<file path="src/rtl/vend_ctrl_param.sv">
// Coin-collection and vend controller: accumulates half-unit credit against a
// configurable price, vends with change, refunds on cancel or inactivity.
module vend_ctrl_param #(
   parameter int PRICE_HALVES = 5,
   parameter int LED_W        = 8,
   parameter int TIMEOUT_CYC  = 250_000_000,
   parameter int STEP_CYC     = 25_000_000,
   parameter int VEND_CYC     = 500_000_000,
   localparam int CW          = $clog2(PRICE_HALVES + 3)
) (
   input  logic             clk,
   input  logic             rst_n,
   input  logic             coin_half,
   input  logic             coin_one,
   input  logic             cancel,
   output logic [CW-1:0]    credit,
   output logic             vend,
   output logic [CW-1:0]    change,
   output logic             change_valid,
   output logic [CW-1:0]    refund,
   output logic             refund_valid,
   output logic             coin_reject,
   output logic [LED_W-1:0] led,
   output logic [1:0]       state_dbg
);

   // Pulse semantics: vend, change_valid, refund_valid and coin_reject are
   // high for exactly one cycle; change/refund hold their last amount and
   // are only meaningful in the cycle their valid pulse is high.

   localparam int TW = $clog2(TIMEOUT_CYC + 1);
   localparam int VW = $clog2(VEND_CYC + 1);
   localparam int SW = $clog2(STEP_CYC + 1);

   localparam logic [CW-1:0] PRICE_C   = CW'(PRICE_HALVES);
   localparam logic [TW-1:0] TO_LAST   = TW'(TIMEOUT_CYC - 1);
   localparam logic [VW-1:0] VEND_LAST = VW'(VEND_CYC - 1);
   localparam logic [SW-1:0] STEP_LAST = SW'(STEP_CYC - 1);

   typedef enum logic [1:0] {
      S_IDLE    = 2'd0,
      S_COLLECT = 2'd1,
      S_VEND    = 2'd2
   } state_t;

   state_t state_q, state_nx;

   logic [TW-1:0]    inact_q, inact_nx;
   logic [VW-1:0]    vend_cnt_q, vend_cnt_nx;
   logic [SW-1:0]    step_cnt_q, step_cnt_nx;
   logic             change_due_q, change_due_nx;

   logic [CW-1:0]    credit_nx, change_nx, refund_nx;
   logic             vend_nx, change_valid_nx, refund_valid_nx, coin_reject_nx;
   logic [LED_W-1:0] led_nx;

   logic [CW-1:0]    add;
   logic [CW-1:0]    new_credit;

   assign add        = CW'({coin_one, coin_half});
   assign new_credit = credit + add;
   assign state_dbg  = state_q;

   function automatic logic [LED_W-1:0] therm(input logic [CW-1:0] c);
      therm = '0;
      for (int i = 0; i < LED_W; i++) begin
         if (32'(c) > 32'(i)) therm[i] = 1'b1;
      end
   endfunction

   always_ff @(posedge clk or negedge rst_n) begin
      if (!rst_n) begin
         state_q      <= S_IDLE;
         inact_q      <= '0;
         vend_cnt_q   <= '0;
         step_cnt_q   <= '0;
         change_due_q <= 1'b0;
         credit       <= '0;
         vend         <= 1'b0;
         change       <= '0;
         change_valid <= 1'b0;
         refund       <= '0;
         refund_valid <= 1'b0;
         coin_reject  <= 1'b0;
         led          <= '0;
      end else begin
         state_q      <= state_nx;
         inact_q      <= inact_nx;
         vend_cnt_q   <= vend_cnt_nx;
         step_cnt_q   <= step_cnt_nx;
         change_due_q <= change_due_nx;
         credit       <= credit_nx;
         vend         <= vend_nx;
         change       <= change_nx;
         change_valid <= change_valid_nx;
         refund       <= refund_nx;
         refund_valid <= refund_valid_nx;
         coin_reject  <= coin_reject_nx;
         led          <= led_nx;
      end
   end

   always_comb begin
      state_nx = state_q;
      case (state_q)
         S_IDLE, S_COLLECT: begin
            if (cancel)
               state_nx = S_IDLE;
            else if (add != '0)
               state_nx = (new_credit >= PRICE_C) ? S_VEND : S_COLLECT;
            else if (state_q == S_COLLECT && inact_q == TO_LAST)
               state_nx = S_IDLE;
         end
         S_VEND: begin
            if (vend_cnt_q == VEND_LAST) state_nx = S_IDLE;
         end
         default: state_nx = S_IDLE;
      endcase
   end

   always_comb begin
      inact_nx        = inact_q;
      vend_cnt_nx     = vend_cnt_q;
      step_cnt_nx     = step_cnt_q;
      change_due_nx   = change_due_q;
      credit_nx       = credit;
      change_nx       = change;
      refund_nx       = refund;
      led_nx          = led;
      vend_nx         = 1'b0;
      change_valid_nx = 1'b0;
      refund_valid_nx = 1'b0;
      coin_reject_nx  = 1'b0;
      case (state_q)
         S_IDLE, S_COLLECT: begin
            if (cancel) begin
               // Coins arriving with the cancel are returned, never vended.
               if (new_credit != '0) begin
                  refund_nx       = new_credit;
                  refund_valid_nx = 1'b1;
               end
               credit_nx = '0;
               inact_nx  = '0;
               led_nx    = '0;
            end else if (add != '0) begin
               if (new_credit >= PRICE_C) begin
                  vend_nx     = 1'b1;
                  credit_nx   = '0;
                  inact_nx    = '0;
                  vend_cnt_nx = '0;
                  step_cnt_nx = '0;
                  if (new_credit > PRICE_C) begin
                     change_nx       = new_credit - PRICE_C;
                     change_valid_nx = 1'b1;
                     change_due_nx   = 1'b1;
                     led_nx          = {1'b1, {(LED_W-1){1'b0}}};
                  end else begin
                     change_due_nx = 1'b0;
                     led_nx        = {{(LED_W-1){1'b0}}, 1'b1};
                  end
               end else begin
                  credit_nx = new_credit;
                  inact_nx  = '0;
                  led_nx    = therm(new_credit);
               end
            end else if (state_q == S_COLLECT) begin
               if (inact_q == TO_LAST) begin
                  refund_nx       = credit;
                  refund_valid_nx = 1'b1;
                  credit_nx       = '0;
                  inact_nx        = '0;
                  led_nx          = '0;
               end else begin
                  inact_nx = inact_q + 1'b1;
               end
            end
         end
         S_VEND: begin
            coin_reject_nx = coin_half | coin_one;
            if (vend_cnt_q == VEND_LAST) begin
               vend_cnt_nx = '0;
               step_cnt_nx = '0;
               led_nx      = '0;
            end else begin
               vend_cnt_nx = vend_cnt_q + 1'b1;
               if (step_cnt_q == STEP_LAST) begin
                  step_cnt_nx = '0;
                  // Left rotation for exact payment, right rotation when change was due.
                  led_nx = change_due_q ? {led[0], led[LED_W-1:1]}
                                        : {led[LED_W-2:0], led[LED_W-1]};
               end else begin
                  step_cnt_nx = step_cnt_q + 1'b1;
               end
            end
         end
         default: ;
      endcase
   end

endmodule

</file>
<file path="config.mk">
export PLATFORM = sky130hd
export DESIGN_NAME = vend_ctrl_param
export DESIGN_NICKNAME = d
export VERILOG_FILES = /design/src/rtl/vend_ctrl_param.sv
export SDC_FILE = /design/constraint.sdc
export NUM_CORES = 1
export LEC_CHECK = 0
export ABC_AREA = 1
export CAP_MARGIN = 20
export CORE_UTILIZATION = 36
export DETAILED_ROUTE_END_ITERATION = 16
export HOLD_SLACK_MARGIN = 0.02
export SYNTH_ARGS = -nofsm -noshare
export SYNTH_HDL_FRONTEND = slang
export SYNTH_SLANG_ARGS = --single-unit
</file>
<file path="constraint.sdc">
create_clock -name clk -period 2.2 [get_ports clk]
set_input_delay 0.66 -clock clk [delete_from_list [all_inputs] [get_ports clk]]
set_output_delay 0.66 -clock clk [all_outputs]
set_load 0.01 [all_outputs]
</file>
==> results of run 1 <==
==> timing repair <==
action                                 in CTS  in global routing
setup buffers                               3                  0
gates resized for setup                    14                 13
pin swaps                                   5                  5
gates cloned                                0                  1
endpoints found under the hold margin       0                  0
setup endpoints to repair                  74                 59
==> placed cells by master, fill, tap and decap left out, types with 2 or more instances in the layout <==
master / netlist / routed
xor2_1: 18 / 18
o22ai_1: 3 / 3
nand3_2: 2 / 2
nor3_2: 6 / 6
o21bai_1: 3 / 3
clkbuf_16: 0 / 10
buf_12: 0 / 4
o2111ai_1: 2 / 2
o21ai_0: 32 / 24
clkdlybuf4s50_1: 0 / 24
nand3b_1: 4 / 4
and2_1: 2 / 2
o31ai_1: 4 / 4
nand4_1: 40 / 40
nand2_4: 4 / 5
o21ai_2: 4 / 3
ha_1: 8 / 5
nor2_4: 4 / 4
o21ai_1: 17 / 25
nor2_2: 11 / 13
nand2_2: 14 / 13
ha_4: 0 / 3
dfrtp_1: 106 / 106
buf_4: 1 / 62
inv_2: 11 / 14
xnor2_1: 2 / 2
nand3_1: 104 / 104
a21oi_1: 16 / 16
nor3_1: 25 / 25
inv_1: 121 / 118
nand2_1: 301 / 300
nor2_1: 147 / 145
clkinvlp_4: 0 / 3
buf_6: 8 / 4
==> worst paths after layout <==
| path | start | to | slack (ns) | depth (start not counted) |
|---|---|---|---|---|
| setup / recovery | credit[0] | vend_cnt_q[25] | 0.08 | 12 |
| hold reg to reg | change[1] | change[1] | 0.49 | 2 |
| min in group clk | change[1] | change[1] | 0.49 | 2 |
| setup reg to reg | credit[0] | vend_cnt_q[25] | 0.08 | 12 |
| hold / removal | rst_n | step_cnt_q[19] | 0.19 | 1 |
| max in group asynchronous | rst_n | inact_q[5] | 1.46 | 2 |
==> kinds of logic after synthesis <==
kind of cell / Yosys count / synth area share
AND/OR/NAND/NOR: 665 / 0.420
flip-flops: 106 / 0.377
XOR/XNOR: 20 / 0.0249
buffers and inverters: 154 / 0.0946
adder cells (fa/ha/maj): 9 / 0.0171
AO/OA/AOI/OAI: 84 / 0.0670
==> state kept, by name (all words and copies together) (netlist names) <==
| name | count |
|---|---|
| refund | 3 |
| credit | 3 |
| vend | 1 |
| refund_valid | 1 |
| led | 8 |
| state_dbg | 2 |
| inact_q | 28 |
| coin_reject | 1 |
| vend_cnt_q | 29 |
| change_valid | 1 |
| change_due_q | 1 |
| step_cnt_q | 25 |
| change | 3 |
==> per-layer routing <==
layer | up-vias | track usage | wire length, um
met5 | - | 0 | 0
met4 | 0 | 0.0453 | 224
met3 | 16 | 0.0395 | 764
met2 | 123 | 0.305 | 8190
met1 | 3079 | 0.275 | 9230
li1 | 3511 | - | -
==> critical path, delay by kind of cell, from the launching register on <==
family / cells / cell delay, ns
AOI/OAI and AO/OA: 2 / 0.18
and+or+nand+nor: 3 / 0.26
DFF: 1 / 0.39
adders and majority gates: 3 / 0.85
buffers and inverters: 4 / 0.29
==> metrics by stage <==
step	util	TNS (ns)	setup slack [ns]	area, um2	power, W
CTS	0.441	0	0.00340	8360	0.00850
floorplan	-	-10.49	-0.276	7060	0.00527
finish	0.445	0	0.0834	8430	0.00856
global route	0.445	-0.114	-0.0198	8430	0.00924
global placement	0.424	-59.68	-0.820	8040	0.00676
detailed placement	0.424	-60.50	-0.822	8040	0.00678
==> area by class of cell <==
| cell class | count | share of cell area |
|---|---|---|
| multi-input cells | 778 | 0.450 |
| clock buffers | 10 | 0.0271 |
| well taps | 260 | 0.0386 |
| flip-flops and latches | 106 | 0.314 |
| clock inverters | 6 | 0.00623 |
| repair buffers | 97 | 0.103 |
| inverters | 134 | 0.0605 |
==> power groups by stage <==
stage / clock network, W / logic [W] / registers (W)
finish: 0.00158 / 0.00380 / 0.00318
global route: 0.00170 / 0.00426 / 0.00328
CTS: 0.00164 / 0.00368 / 0.00317
detailed placement: 0 / 0.00358 / 0.00320
global placement: 0 / 0.00355 / 0.00320
floorplan: 0 / 0.00224 / 0.00303
==> results by group, run 1 <==
Critical path
  • Cells along the critical path: ha_4 -> inv_2 -> fa_2 -> ha_4 -> inv_2 -> o21ai_4 -> nand2_4 -> nand2_8 -> inv_8 -> clkbuf_16 -> nand2_2 -> a21oi_2
  • Crit. End Element: flop
  • Crit path DAT: 2.35 ns
  • CP Class: flop to flop
  • CP max stage delay: 0.58 ns
  • CP required: 2.44 ns
  • Worst-path cell with the longest stage delay: fa_2
  • Worst-path fanout max: 8
  • Worst setup SP type: flop

Finish
  • Diodes inserted: 0
  • Multi-input logic area: 3800 um2
  • Final nets: 1140
  • Layout cells sized above 1: 0.139
  • Filler-free cell count of the finished design: 1391
  • Fill cells: 1921
  • P&R area growth vs syn: 19.8%
  • Storage cell area: 2650 um2

Clock network
  • Clk root buf: clkbuf_16
  • CTS tree: yes
  • CTS max path bufs: 2
  • Clk_lat worst skew: 0.36 ns
  • CTS clk-pin slew, worst paths: 0.08 ns
  • CTS buffer count: 9
  • H-tree Lvls: 3
  • # clock sinks: 106
  • Hold_buf cts: 0

Route
  • Antenna-violating nets left: 0
  • Avg WL per Cell: 13.2 um
  • Pre-antenna DRT Iters: 5
  • Initial DRC count: 386
  • DRC errors left: 0
  • Vias: 6729
  • Via density per instance: 4.84
  • Routed WL: 18400 um

Die
  • Die Y: 142 um
  • Core footprint: 19000 um2
  • Core Rows: 50
  • Die width: 142 um
  • Io pins: 28
  • Initial core utilization: 0.371
  • Die area: 20100 um2

Global routing
  • Pin count of the biggest net entering global routing: 48
  • Initial antenna violation count: 0
  • GRT Overall Usage: 0.195
  • Vias in the first global route: 6235
  • Global-route wire length before repair: 31200 um
  • GRT overflow: 0

Yosys
  • Most used DFF post-synth: dfrtp_1
  • Synth top area share: 0.377
  • Most frequent cell after synthesis: nand2_1
  • Unique cell type count in the Yosys netlist: 41
  • #FFs+latches synth: 106
  • Synth area leaders: dfrtp_1 38%, nand2_1 16%, nor2_1 7.8%
  • Ys Warns: 0
  • Post-synth EDFFs: 0
  • Synth top cells by count: 301 x nand2_1, 147 x nor2_1, 121 x inv_1, 106 x dfrtp_1, 104 x nand3_1
  • Syn nets: 1052
  • Async SR Flop Fraction: 1.00
  • Sequential share of the synthesized area: 0.377
  • Mapped Cells: 1038
  • Largest area contributor in the netlist: dfrtp_1
  • Synthesized area: 7040 um2
  • Syn avg cell area: 6.78 um2

Timing
  • Unrepaired setup endpoints after global routing: true
  • Clk_skew: 0.0135 ns
  • Final Hold Fails: 0
  • Slew Limit Fails: 0
  • # setup viols final: 0
  • Worst Tran Pin Value: 0.526 ns
  • Min cycle time layout: 2.12 ns
  • WHS: 0.191 ns
  • Fmax: 472 MHz
  • Final period utilization: 0.962
  • Slew margin rel.: 0.647

Power
  • Internal power: 0.00496 W
  • Register share of total power: 0.372
  • Clk pwr share: 0.184
  • P per Cell Area: 1010 nW/um2
  • Switching pwr: 0.00360 W
  • Peak VDD IR: 0.000608 V
  • Switching Fraction: 0.421
  • Gate power share: 0.444
  • P_leak: 3.89 nW

Job
  • Max Cap Viol: 0

Outcome
  • Status: complete, no violations

Place
  • GPL Wtd Cong: 0.897
  • Inst Count DP: 1371
  • IO Port Bufs: 27
  • Detailed placement HPWL: 13800 um

Min path
  • Worst min-delay path category: primary input to asynchronous set/reset pin
(Power assumes the default switching activity.)
==> inputs of run 2 (changes only) <==
- CAP_MARGIN: 20 -> 10
==> results of run 2 <==
The final DEF is identical to that of run 1; final timing and power are the same.
==> inputs of run 3 (changes only) <==
--- a/config.mk
+++ b/config.mk
@@ -10,4 +10,5 @@
 export CORE_UTILIZATION = 36
 export DETAILED_ROUTE_END_ITERATION = 16
+export GPL_ROUTABILITY_DRIVEN = 0
 export HOLD_SLACK_MARGIN = 0.02
 export SYNTH_ARGS = -nofsm -noshare
==> constraint.sdc (replaced) <==
create_clock -name clk -period 2.2 [get_ports clk]
set_input_delay 0.66 -clock clk [delete_from_list [all_inputs] [get_ports clk]]
set_output_delay 0.66 -clock clk [all_outputs]
set_load 0.005 [all_outputs]
==> results by group, run 3 (same netlist as run 1, synthesis figures left out) <==
Clock network
  • CTS tree: yes
  • CTS max path bufs: 2 (unchanged)
  • H-tree Lvls: 3 (unchanged)
  • # clock sinks: 106 (unchanged)
  • CTS clk-pin slew, worst paths: 0.08 ns (about the same)
  • Clk_lat worst skew: 0.36 ns (about the same)
  • Hold_buf cts: 0 (unchanged)
  • Clk root buf: clkbuf_16
  • CTS buffer count: 9 (unchanged)

Finish
  • Diodes inserted: 0 (unchanged)
  • Final nets: 1142 (+0.18%)
  • Commonest non-fill, non-tap cells in the layout: 299 x nand2_1, 146 x nor2_1, 117 x inv_1, 106 x dfrtp_1, 104 x nand3_1
  • Most common cell after layout, fill and taps aside: nand2_1
  • Max FFs per register: 29 (unchanged)
  • Top reg by flops: vend_cnt_q
  • P&R area growth vs syn: 20.5%
  • Design area: 8480 um2 (+0.58%)
  • Biggest regs: vend_cnt_q: 29 flops, inact_q: 28 flops, step_cnt_q: 25 flops
  • Layout cells sized above 1: 0.143 (+0.00417)

Route
  • Routed WL: 18800 um (+2.1%)
  • Via density per instance: 4.91 (+1.6%)
  • DRC errors left: 0 (unchanged)
  • Initial DRC count: 446 (+16%)
  • Antenna-violating nets left: 0 (unchanged)
  • Avg WL per Cell: 13.5 um (+1.9%)
  • Pre-antenna DRT Iters: 5 (unchanged)
  • Vias: 6844 (+1.7%)

Die
  • Die width: 142 um (unchanged)
  • Io pins: 28 (unchanged)
  • Initial core utilization: 0.371 (unchanged)
  • Core Rows: 50 (unchanged)
  • Core footprint: 19000 um2 (unchanged)
  • Die Y: 142 um (unchanged)
  • Die area: 20100 um2 (unchanged)

Global routing
  • Global-route wire length before repair: 31700 um (+1.6%)
  • Vias in the first global route: 6303 (+1.1%)
  • Met1 Usage GRT: 0.281 (+0.00656)
  • Met3 GRT Util: 0.0368 (-0.00270)
  • Top Usage Layer GRT: met2
  • GRT Overall Usage: 0.199 (+0.00387)
  • Initial antenna violation count: 0 (unchanged)
  • Pin count of the biggest net entering global routing: 48 (unchanged)
  • GRT overflow: 0 (unchanged)
  • Met2 Use GR: 0.313 (+0.00804)

Timing
  • Worst Tran Pin Value: 0.504 ns (-0.0223 ns)
  • Slew margin rel.: 0.662 (+0.0150)
  • Slew Limit Fails: 0 (unchanged)
  • Final Hold Fails: 0 (unchanged)
  • Clk_skew: 0.0199 ns (+0.00643 ns)
  • # setup viols final: 1 (+1)
  • Final setup margin: -0.0222 ns (-0.106 ns)
  • Final period utilization: 1.01 (+0.0480)
  • TNS Setup: -0.0222 ns (-0.0222 ns)
  • Min cycle time layout: 2.22 ns (+0.106 ns)
  • Unrepaired setup endpoints after global routing: true
  • Fmax: 450 MHz (-4.8%)

Outcome
  • Failing checks: negative setup slack
  • Status: finished with violations

Job
  • Max Cap Viol: 0 (unchanged)

Place
  • Detailed placement HPWL: 13900 um (+0.70%)
  • Dpl cell area: 8040 um2 (about the same)
  • IO Port Bufs: 27 (unchanged)

Critical path
  • Crit. End Element: flop
  • Flop2flop setup slack: -0.01 ns (-0.09 ns)
  • Cells along the critical path: clkdlybuf4s15_1 -> inv_2 -> fa_2 -> ha_4 -> inv_2 -> o21ai_4 -> nand2_2 -> nand2_4 -> buf_6 -> buf_8 -> a31oi_1 -> nor2_1
  • Crit path DAT: 2.51 ns (+0.16 ns)
  • R2R cell count: 12 (unchanged)
  • Worst-path fanout max: 9 (+1)
  • CP Class: primary input to flop
  • Reg-to-Reg End: vend_cnt_q[11]
  • Crit-path most repeated cell: inv_2
  • Worst-path cell with the longest stage delay: fa_2
  • Worst R2R Start: credit[0]
  • CP max stage delay: 0.63 ns (+0.05 ns)
  • CP required: 2.48 ns (+0.04 ns)
  • Worst setup SP type: primary input

Power
  • P_leak: 3.91 nW (+0.62%)
  • P per Cell Area: 1030 nW/um2 (+1.3%)
  • Tot Pwr: 0.00872 W (+1.9%)
  • Peak VDD IR: 0.000590 V (-3.1%)

Min path
  • Worst min-delay path category: primary input to asynchronous set/reset pin
## run 3: how the worst max path moves through the flow
stage | slack [ns] | start | endpoint
2_1_floorplan | -0.28 | coin_half | vend_cnt_q[0]
3_3_place_gp | -0.82 | coin_half | vend_cnt_q[18]
3_5_place_dp | -0.84 | coin_half | vend_cnt_q[18]
4_1_cts | -0.01 | credit[0] | vend_cnt_q[11]
5_1_grt | -0.08 | credit[0] | vend_cnt_q[11]
6_report | -0.02 | coin_one | vend_cnt_q[11]
## run 3: report_power, final
part	total [W]	switching (W)	leakage [nW]	internal, W
sequential	0.00319	0.000711	1.45	0.00248
combinational	0.00382	0.00208	2.31	0.00173
clock	0.00172	0.000814	0.149	0.000903
total	0.00872	0.00361	3.91	0.00512
## run 3: stage by stage
stage	hold slack (ns)	cells	setup WS (ns)	utilization
floorplan	0.364	1038	-0.275	-
global placement	0.469	1370	-0.821	0.424
detailed placement	0.467	1370	-0.844	0.424
CTS	0.195	1390	-0.0138	0.444
global route	0.201	1393	-0.0776	0.448
finish	0.193	1393	-0.0222	0.448
## run 3: worst max-delay path, delay by kind of cell
family,cells,cell delay [ns]
fa+ha+maj,2,0.77
buf+inv,5,0.51
simple gates,3,0.35
compound gates,2,0.20
## run 3: what timing repair did
| action | in CTS | in global routing |
|---|---|---|
| setup endpoints to repair | 74 | 45 |
| gates resized for setup | 13 | 14 |
| pin swaps | 4 | 6 |
| cloned | 1 | 0 |
| setup buffers | 3 | 3 |
## run 3: final cells by class
class	count	area [um2]
multi-input cells	778	3790
inverters	134	510
fillers	1947	10500
clock inverters	7	85.1
flip-flops and latches	106	2650
clock buffers	9	225
well taps	260	325
repair buffers	99	891
## run 3: metal layers
layer / vias to the layer above / part of all wire
met5: - / 0
met4: 0 / 0.011
met3: 16 / 0.042
met2: 147 / 0.45
met1: 3174 / 0.50
li1: 3507 / -
